$ cat src/rtl/kbd_char_encoder_pkg.sv
// Shared definitions for the keyboard character encoder: FIFO depth default,
// ASCII control codes, the RUN/LOCKED state type and the key-index helper.
package kbd_char_encoder_pkg;

    localparam int DEPTH_DEFAULT = 8;
    localparam int KEYS_W        = 128;
    localparam int CODE_W        = 7;

    localparam logic [CODE_W-1:0] ASCII_NUL   = 7'h00;
    localparam logic [CODE_W-1:0] ASCII_ETX   = 7'h03;
    localparam logic [CODE_W-1:0] ASCII_LF    = 7'h0A;
    localparam logic [CODE_W-1:0] ASCII_SPACE = 7'h20;
    localparam logic [CODE_W-1:0] ASCII_DEL   = 7'h7F;

    typedef enum logic {
        ST_RUN    = 1'b0,
        ST_LOCKED = 1'b1
    } state_t;

    // Index of the highest set bit; only meaningful when the vector is one-hot.
    function automatic logic [CODE_W-1:0] onehot_index(input logic [KEYS_W-1:0] v);
        logic [CODE_W-1:0] idx;
        idx = '0;
        for (int i = 0; i < KEYS_W; i++) begin
            if (v[i]) idx = i[CODE_W-1:0];
        end
        return idx;
    endfunction

endpackage

$ cat src/rtl/kbd_fifo.sv
// First-word-fall-through character FIFO (DEPTH x 7) with flush, occupancy
// count and full/empty flags. The head reads as zero while empty.
module kbd_fifo
    import kbd_char_encoder_pkg::*;
#(
    parameter int DEPTH = DEPTH_DEFAULT,
    localparam int PTR_W = $clog2(DEPTH),
    localparam int CNT_W = PTR_W + 1
) (
    input  logic              clk,
    input  logic              rst_n,
    input  logic              flush,
    input  logic              push,
    input  logic              pop,
    input  logic [CODE_W-1:0] din,
    output logic [CODE_W-1:0] dout,
    output logic              empty,
    output logic              full,
    output logic [CNT_W-1:0]  count
);

    logic [CODE_W-1:0] mem [DEPTH];

    logic [PTR_W-1:0] wr_ptr_q, wr_ptr_d;
    logic [PTR_W-1:0] rd_ptr_q, rd_ptr_d;
    logic [CNT_W-1:0] count_q, count_d;
    logic             push_ok;
    logic             pop_ok;

    assign empty = (count_q == '0);
    assign full  = (count_q == CNT_W'(DEPTH));
    assign count = count_q;
    assign dout  = empty ? '0 : mem[rd_ptr_q];

    // A push into a full FIFO is allowed only when the head leaves the same cycle.
    always_comb begin
        pop_ok   = pop && !empty;
        push_ok  = push && (!full || pop_ok);
        wr_ptr_d = wr_ptr_q;
        rd_ptr_d = rd_ptr_q;
        count_d  = count_q;
        if (flush) begin
            wr_ptr_d = '0;
            rd_ptr_d = '0;
            count_d  = '0;
        end else begin
            if (push_ok) wr_ptr_d = wr_ptr_q + PTR_W'(1);
            if (pop_ok)  rd_ptr_d = rd_ptr_q + PTR_W'(1);
            case ({push_ok, pop_ok})
                2'b10:   count_d = count_q + CNT_W'(1);
                2'b01:   count_d = count_q - CNT_W'(1);
                default: count_d = count_q;
            endcase
        end
    end

    always_ff @(posedge clk or negedge rst_n) begin
        if (!rst_n) begin
            wr_ptr_q <= '0;
            rd_ptr_q <= '0;
            count_q  <= '0;
        end else begin
            wr_ptr_q <= wr_ptr_d;
            rd_ptr_q <= rd_ptr_d;
            count_q  <= count_d;
        end
    end

    always_ff @(posedge clk) begin
        if (push_ok && !flush) mem[wr_ptr_q] <= din;
    end

endmodule

$ cat src/rtl/kbd_char_encoder.sv
// Converts one-hot key lines into ASCII codes queued in a FIFO, with edge
// detection, multi-key/overflow flags and a lock that engages once ETX is queued.
module kbd_char_encoder
    import kbd_char_encoder_pkg::*;
#(
    parameter int DEPTH = DEPTH_DEFAULT
) (
    input  logic                     Clk,
    input  logic                     Rst,
    input  logic [KEYS_W-1:0]        Keys,
    input  logic                     Clear,
    output logic [CODE_W-1:0]        CharData,
    output logic                     CharValid,
    input  logic                     CharReady,
    output logic [$clog2(DEPTH):0]   Count,
    output logic                     Overflow,
    output logic                     MultiKey,
    output logic                     EtxSeen
);

    logic [KEYS_W-1:0] keys_q, keys_d;
    state_t            state_q, state_d;
    logic              overflow_q, overflow_d;
    logic              multi_key_q, multi_key_d;
    logic              etx_seen_q, etx_seen_d;

    logic              keys_zero;
    logic              keys_onehot;
    logic              key_event;
    logic [CODE_W-1:0] key_code;
    logic              accept;
    logic              pop_fire;
    logic              push_fire;
    logic              drop;
    logic              fifo_empty;
    logic              fifo_full;

    assign CharValid = !fifo_empty;
    assign Overflow  = overflow_q;
    assign MultiKey  = multi_key_q;
    assign EtxSeen   = etx_seen_q;

    // Event detection: exactly one key high and the vector differs from last cycle.
    always_comb begin
        keys_zero   = (Keys == '0);
        keys_onehot = !keys_zero && ((Keys & (Keys - KEYS_W'(1))) == '0);
        key_event   = keys_onehot && (Keys != keys_q);
        key_code    = onehot_index(Keys);
        accept      = key_event && (state_q == ST_RUN);
        pop_fire    = CharValid && CharReady;
        push_fire   = accept && (!fifo_full || pop_fire) && !Clear;
        drop        = accept && fifo_full && !pop_fire;
    end

    always_comb begin
        keys_d      = Keys;
        state_d     = state_q;
        overflow_d  = overflow_q | drop;
        multi_key_d = multi_key_q | (!keys_zero && !keys_onehot);
        etx_seen_d  = etx_seen_q;
        if (push_fire && key_code == ASCII_ETX) begin
            state_d    = ST_LOCKED;
            etx_seen_d = 1'b1;
        end
        if (Clear) begin
            state_d     = ST_RUN;
            overflow_d  = 1'b0;
            multi_key_d = 1'b0;
            etx_seen_d  = 1'b0;
        end
    end

    always_ff @(posedge Clk or negedge Rst) begin
        if (!Rst) begin
            keys_q      <= '0;
            state_q     <= ST_RUN;
            overflow_q  <= 1'b0;
            multi_key_q <= 1'b0;
            etx_seen_q  <= 1'b0;
        end else begin
            keys_q      <= keys_d;
            state_q     <= state_d;
            overflow_q  <= overflow_d;
            multi_key_q <= multi_key_d;
            etx_seen_q  <= etx_seen_d;
        end
    end

    kbd_fifo #(
        .DEPTH (DEPTH)
    ) u_fifo (
        .clk   (Clk),
        .rst_n (Rst),
        .flush (Clear),
        .push  (push_fire),
        .pop   (pop_fire),
        .din   (key_code),
        .dout  (CharData),
        .empty (fifo_empty),
        .full  (fifo_full),
        .count (Count)
    );

endmodule

$ cat config.mk
export PLATFORM = sky130hd
export DESIGN_NAME = kbd_char_encoder
export DESIGN_NICKNAME = d
export VERILOG_FILES = /design/src/rtl/kbd_char_encoder_pkg.sv /design/src/rtl/kbd_fifo.sv /design/src/rtl/kbd_char_encoder.sv
export SDC_FILE = /design/constraint.sdc
export NUM_CORES = 1
export LEC_CHECK = 0
export ABC_AREA = 1
export BUFFER_PORTS_ARGS = -buffer_cell sky130_fd_sc_hd__buf_2
export CORE_ASPECT_RATIO = 1.1
export CORE_MARGIN = 2
export CORE_UTILIZATION = 30
export CTS_CLUSTER_DIAMETER = 80
export DETAILED_ROUTE_END_ITERATION = 8
export PLACE_DENSITY_LB_ADDON = 0.2
export SETUP_SLACK_MARGIN = 0.3
export SYNTH_ARGS = -nofsm -noshare
export SYNTH_HDL_FRONTEND = slang
export SYNTH_SLANG_ARGS = --single-unit
$ cat constraint.sdc
create_clock -name Clk -period 2.8 [get_ports Clk]
set_clock_uncertainty 0.2 [all_clocks]
set_input_delay 0.56 -clock Clk [delete_from_list [all_inputs] [get_ports Clk]]
set_output_delay 0.56 -clock Clk [all_outputs]
set_load 0.01 [all_outputs]
==> reports/metrics.yaml, run 1 <==
route:
  wl_per_cell_um: 16.6
  dr.pass1.iters: 5
  drt_first_iter_violations: 674
  drc: 0
  drt_wl_total_mm: 45.8
  viasPerCell: 4.60
  vias: 12709
  antenna_left: 0
yosys:
  ys_ff_latch: 197
  synth_common_cells: "274 x nand2_1, 269 x nor2_1, 211 x inv_1"
  synth_top_cell_area_share_pct: 30.3
  yosys.area.top_type: "dfrtp_1"
  synth_area_leaders: "dfrtp_1 30%, edfxtp_1 14%, nand2_1 8.8%"
  yosys.cell_types.count: 50
  synthFlopType: "dfrtp_1"
  yosys_warnings: 0
  synth_cells: 1511
  yosysMostFrequentCell: "nand2_1"
  syn_area_sq_um: 11600
  synth.net_count: 1648
  seq_area_frac_synth_pct: 44.8
  syn_avg_cell_area_sq_um: 7.70
  async_reset_ff_share_pct: 71.6
  synth_edf_count: 56
timing:
  whs_ps: 48.7
  finalSetupTns_ps: -333900
  finalHoldViolations: 0
  timing.final.crit_period_ps: 7100
  slew_headroom_pct: 60.0
  setup_ws_ps: -4300
  setup_viol: 90
  maxSlewViolCount: 0
  final.period_utilization_pct: 254
  rsz0062_at_grt: "yes"
  worst_pin_slew_ps: 595
  fmax_mhz: 141
grt:
  grt_overflow: 0
  grt_max_degree: 51
  grt_pass1_wl_mm: 70.9
  grt_pass1_vias: 13167
  track_usage_pct: 23.3
  antenna_found_initial: 0
layout:
  final_area_sq_um: 19100
  instances_no_fill: 2764
  final_util_pct: 50.1
  drive_above_1_share_pct: 44.0
  n_antenna_cell: 0
  area_delta_synth_final_pct: 64.4
  finalNetCount: 2388
critical_path:
  path_buf_inv: 41
  crit_type: "primary input to flop"
  crit_arrival_ps: 7080
  slowest_delay_ps: 290
  worstPathMaxFanout: 7
  critPathCaptureType: "flop"
  cpMostUsedCell: "buf_4"
  slowest_stage: "or2_4"
  required_ps: 2780
  start_kind: "primary input"
  critPathTopFamily: "buffers and inverters"
placement:
  place_area_sq_um: 17100
  portBuffers: 146
  dp_cells: 2643
  dp_hpwl_mm: 36.6
  place.gp.congestion: 0.937
  dp_slack_ps: -4910
hold_path:
  hp-class: "primary input to flop"
clocking:
  h-tree-depth: 4
  path_clk_slew_ps: 80
  cts.sinks: 197
  cts_tree: "yes"
  root_buffer: "clkbuf_16"
  cts_buffers: 17
  clk_latency_ps: 470
  clockBufferDepth: 2
pwr:
  peakVddDrop_v: 0.000613
  p_total_mw: 8.14
  p_leak_nw: 9.13
  powerDensity_nw_per_um2: 426
floorplanning:
  ios: 147
  core_sq_um: 38200
  die_y_um: 211
  chipWidth_um: 192
  initial_core_util_pct: 30.5
  die_area_sq_um: 40400
  row_count: 75
run_status:
  violations: "negative setup slack"
  outcome: "finished with violations"
job:
  cap_violations: 0
==> state kept, by name, indices dropped and copies added, names as in the netlist <==
| signal | cells |
|---|---|
| keys_q | 128 |
| u_fifo.mem | 56 |
| u_fifo.count | 4 |
| u_fifo.rd_ptr_q | 3 |
| u_fifo.wr_ptr_q | 3 |
| EtxSeen | 1 |
| MultiKey | 1 |
| Overflow | 1 |
==> final cells by class <==
type / instances / area, sq um
sequential: 197 / 5210
timing repair inverter: 2 / 15.0
timing repair buffer: 727 / 5520
inverter: 289 / 1260
multi-input combinational: 1017 / 5920
fill: 3658 / 19100
tap: 500 / 626
clock buffer: 18 / 429
clock inverter: 14 / 144
==> metal layers <==
metal	wire [um]	global-route usage, %	share of wire, %	up-vias
met2	23600	42.0	52	323
met4	1180	7.40	2.6	0
met5	0	0	0	-
met3	1760	3.01	3.8	57
met1	19200	28.5	42	5965
li1	-	-	-	6364
==> power breakdown <==
part / switching, mW / internal [mW] / leakage (nW)
Sequential: 0.0842 / 3.07 / 2.30
Clock: 1.27 / 1.19 / 0.285
Combinational: 1.31 / 1.21 / 6.54
Total: 2.66 / 5.47 / 9.13
==> worst reg2reg max path: cells and delay by family, from the launching register on <==
family,cells,cell delay [ps]
and+or+nand+nor,8,1190
buffers and inverters,3,470
xor gates and xnor gates,3,460
DFF,1,380
AOI/OAI and AO/OA,3,260
adders and majority gates,1,230
==> kinds of logic (layout without fill, tap and decap cells) <==
kind of cell,Yosys count,in the layout,share of synthesized area (%)
AO/OA/AOI/OAI,197,197,10.2
XOR/XNOR,93,93,7.00
buffers and inverters,298,1050,10.8
AND/OR/NAND/NOR,721,722,26.6
adder cells (fa/ha/maj),5,5,0.602
flip-flops,197,197,44.8
==> timing repair <==
item / in CTS / in global routing
gates cloned: 6 / 0
pin swaps: 63 / 36
endpoints found under the hold margin: 42 / 0
resized for setup: 161 / 71
endpoints found under the setup margin: 113 / 113
hold buffers: 1 / 0
buffers inserted: 74 / 8
==> path summary, 6_finish.rpt <==
check | from | end | slack [ps] | cells past startpoint
max | Keys[2] | u_fifo.mem[2][1]$_DFFE_PP_ | -4300 | 60
min | Keys[64] | keys_q[64]$_DFF_PN0_ | 50 | 1
max reg2reg | keys_q[54]$_DFF_PN0_ | u_fifo.count[3]$_DFFE_PN0P_ | -500 | 18
min reg2reg | Overflow$_DFF_PN0_ | Overflow$_DFF_PN0_ | 370 | 2
max in group asynchronous | Rst | u_fifo.rd_ptr_q[0]$_DFFE_PN0P_ | 1330 | 3
min in group asynchronous | Rst | keys_q[10]$_DFF_PN0_ | 410 | 2
==> cell usage in the layout (no fill, tap or decap), types with 5 or more instances in the layout <==
| master | synthesis | final |
|---|---|---|
| buf_4 | 0 | 522 |
| nand2_1 | 274 | 253 |
| nor2_1 | 269 | 236 |
| inv_1 | 211 | 196 |
| dfrtp_1 | 141 | 140 |
| buf_2 | 0 | 138 |
| xnor2_1 | 89 | 89 |
| inv_2 | 62 | 70 |
| edfxtp_1 | 56 | 56 |
| buf_6 | 0 | 49 |
| nand4_1 | 41 | 41 |
| o21ai_1 | 19 | 34 |
| a21oi_1 | 39 | 31 |
| nor2_4 | 0 | 30 |
| nand3_1 | 32 | 27 |
| o21ai_0 | 56 | 27 |
| nor3_1 | 38 | 24 |
| nor4_1 | 24 | 22 |
| o22ai_1 | 22 | 20 |
| or2_2 | 20 | 20 |
| nand2_2 | 2 | 17 |
| clkbuf_16 | 0 | 17 |
| a31oi_1 | 18 | 16 |
| o2111ai_1 | 16 | 15 |
| nor2_2 | 10 | 13 |
| o21ai_2 | 1 | 13 |
| buf_12 | 0 | 13 |
| nor3_4 | 0 | 10 |
| bufinv_8 | 10 | 10 |
| nand2_4 | 0 | 7 |
| inv_8 | 0 | 7 |
| a21oi_2 | 0 | 6 |
| clkinv_1 | 6 | 5 |
| nand3_2 | 1 | 5 |
| nor3_2 | 1 | 5 |
| clkinvlp_4 | 0 | 5 |
(Power assumes the default switching activity.)
==> inputs of run 2 (changes only) <==
--- a/config.mk
+++ b/config.mk
@@ -9,11 +9,12 @@
 export BUFFER_PORTS_ARGS = -buffer_cell sky130_fd_sc_hd__buf_2
 export CORE_ASPECT_RATIO = 1.1
 export CORE_MARGIN = 2
-export CORE_UTILIZATION = 30
+export CORE_UTILIZATION = 53
 export CTS_CLUSTER_DIAMETER = 80
 export DETAILED_ROUTE_END_ITERATION = 8
 export PLACE_DENSITY_LB_ADDON = 0.2
 export SETUP_SLACK_MARGIN = 0.3
+export SKIP_CTS_REPAIR_TIMING = 1
 export SYNTH_ARGS = -nofsm -noshare
 export SYNTH_HDL_FRONTEND = slang
 export SYNTH_SLANG_ARGS = --single-unit
==> reports/metrics.yaml, run 2 (synthesis results as in run 1) <==
floorplanning:
  initial_core_util_pct: 54.3  # +24 points
  chipWidth_um: 145  # -24%
  die_y_um: 159  # -24%
  die_area_sq_um: 23200  # -43%
  core_sq_um: 21400  # -44%
  ios: 147  # unchanged
  row_count: 56  # -25%
clocking:
  cts.sinks: 197  # unchanged
  cts_tree: "yes"
  h-tree-depth: 4  # unchanged
  path_clk_slew_ps: 90  # about the same
  root_buffer: "clkbuf_16"
  clk_latency_ps: 460  # about the same
  cts_buffers: 17  # unchanged
  clockBufferDepth: 2  # unchanged
timing:
  maxSlewViolCount: 0  # unchanged
  worst_pin_slew_ps: 797  # +202 ps
  setup_viol: 99  # +10%
  fmax_mhz: 134  # -5.2%
  setup_ws_ps: -4690  # -387 ps
  timing.final.crit_period_ps: 7490  # +387 ps
  finalHoldViolations: 0  # unchanged
  slew_headroom_pct: 45.5  # -14 points
  rsz0062_at_grt: "yes"
  final.period_utilization_pct: 267  # +14 points
critical_path:
  required_ps: 2790  # about the same
  slowest_delay_ps: 120  # -170 ps
  cpMostUsedCell: "nand2_1"
  worstPathMaxFanout: 4  # -3
  crit_type: "primary input to flop"
  start_kind: "primary input"
  crit_arrival_ps: 7480  # +400 ps
  critPathCaptureType: "flop"
  slowest_stage: "nand2_2"
layout:
  largest_reg_flops: 128  # unchanged
  multi_input_area_sq_um: 6000  # +1.4%
  final_cell_mix: "460 x buf_4, 248 x nand2_1, 226 x nor2_1"
  drive_above_1_share_pct: 42.7  # -1.3 points
  instances_no_fill: 2479  # -10%
  area_delta_synth_final_pct: 57.4
  fillCellCount: 1241  # -66%
  n_antenna_cell: 0  # unchanged
  final_common_cell: "buf_4"
  final_area_sq_um: 18300  # -4.2%
  top_register: "keys_q"
  finalNetCount: 2313  # -3.1%
  regArea_sq_um: 5210  # unchanged
grt:
  grt_pass1_wl_mm: 66.9  # -5.7%
  grt_pass1_vias: 13054  # -0.86%
  grt_max_degree: 51  # unchanged
  grt_overflow: 0  # unchanged
  track_usage_pct: 36.7  # +13 points
  antenna_found_initial: 0  # unchanged
placement:
  portBuffers: 146  # unchanged
  dp_hpwl_mm: 33.6  # -8.3%
  dp_cells: 2409  # -8.9%
  place.gp.congestion: 0.971  # +3.7%
  place_area_sq_um: 16600  # -2.7%
route:
  viasPerCell: 5.50  # +20%
  drc: 0  # unchanged
  antenna_left: 0  # unchanged
  dr.pass1.iters: 5  # unchanged
  vias: 13644  # +7.4%
  drt_first_iter_violations: 1195  # +77%
  drt_wl_total_mm: 47.4  # +3.5%
  wl_per_cell_um: 19.1  # +15%
run_status:
  violations: "negative setup slack"
  outcome: "finished with violations"
pwr:
  powerDensity_nw_per_um2: 459  # +7.9%
  peakVddDrop_v: 0.000452  # -26%
  p_leak_nw: 8.77  # -3.9%
job:
  cap_violations: 0  # unchanged
hold_path:
  hp-class: "primary input to flop"
-- run 2: area by class of cell --
class / count / share of cell area (%)
Multi-Input combinational cell: 1017 / 32.8
Sequential cell: 197 / 28.5
Timing Repair Buffer: 653 / 26.6
Inverter: 289 / 6.85
Clock buffer: 18 / 2.34
Tap cell: 290 / 1.98
Clock inverter: 14 / 0.963
Timing Repair inverter: 1 / 0.0410
-- run 2: layer usage --
layer | GRT usage (%) | share of wire (%) | up-vias
li1 | - | - | 6227
met1 | 46.1 | 37 | 6409
met2 | 64.5 | 49 | 792
met3 | 3.93 | 7.8 | 216
met4 | 15.6 | 6.5 | 0
met5 | 0 | 0 | -
-- run 2: where the power goes --
part | leakage (nW) | total [mW] | internal [mW] | switching [mW]
sequential | 2.30 | 3.16 | 3.07 | 0.0919
combinational | 6.18 | 2.63 | 1.19 | 1.43
clock | 0.297 | 2.62 | 1.29 | 1.33
-- run 2: metrics by stage --
step	hold WS, ps	utilization (%)	TNS, ps	total power [mW]	worst slack (ps)
after floorplan	64.4	-	-293380	4.17	-4040
after global placement	306	77.4	-373740	5.19	-4670
after detailed placement	323	77.4	-385840	5.24	-4810
after CTS	-154	80.2	-344110	7.79	-4410
after global routing	84.3	85.4	-401510	8.70	-5700
final	94.9	85.4	-358440	8.41	-4690
-- run 2: worst paths after layout --
| kind | startpoint | to | slack [ps] | depth (start not counted) |
|---|---|---|---|---|
| max | Keys[1] | u_fifo.mem[7][0]$_DFFE_PP_ | -4690 | 128 |
| min in group asynchronous | Rst | keys_q[32]$_DFF_PN0_ | 400 | 2 |
| min | Keys[18] | keys_q[18]$_DFF_PN0_ | 90 | 1 |
| max reg2reg | keys_q[30]$_DFF_PN0_ | u_fifo.count[3]$_DFFE_PN0P_ | -860 | 15 |
| min reg2reg | Overflow$_DFF_PN0_ | Overflow$_DFF_PN0_ | 330 | 2 |
| max in group asynchronous | Rst | u_fifo.rd_ptr_q[0]$_DFFE_PN0P_ | 1300 | 3 |
-- run 2: worst max-delay path: cells and delay by family --
family                 cells  cell delay, ps
buffers and inverters      2             220
and+or+nand+nor          126            6690
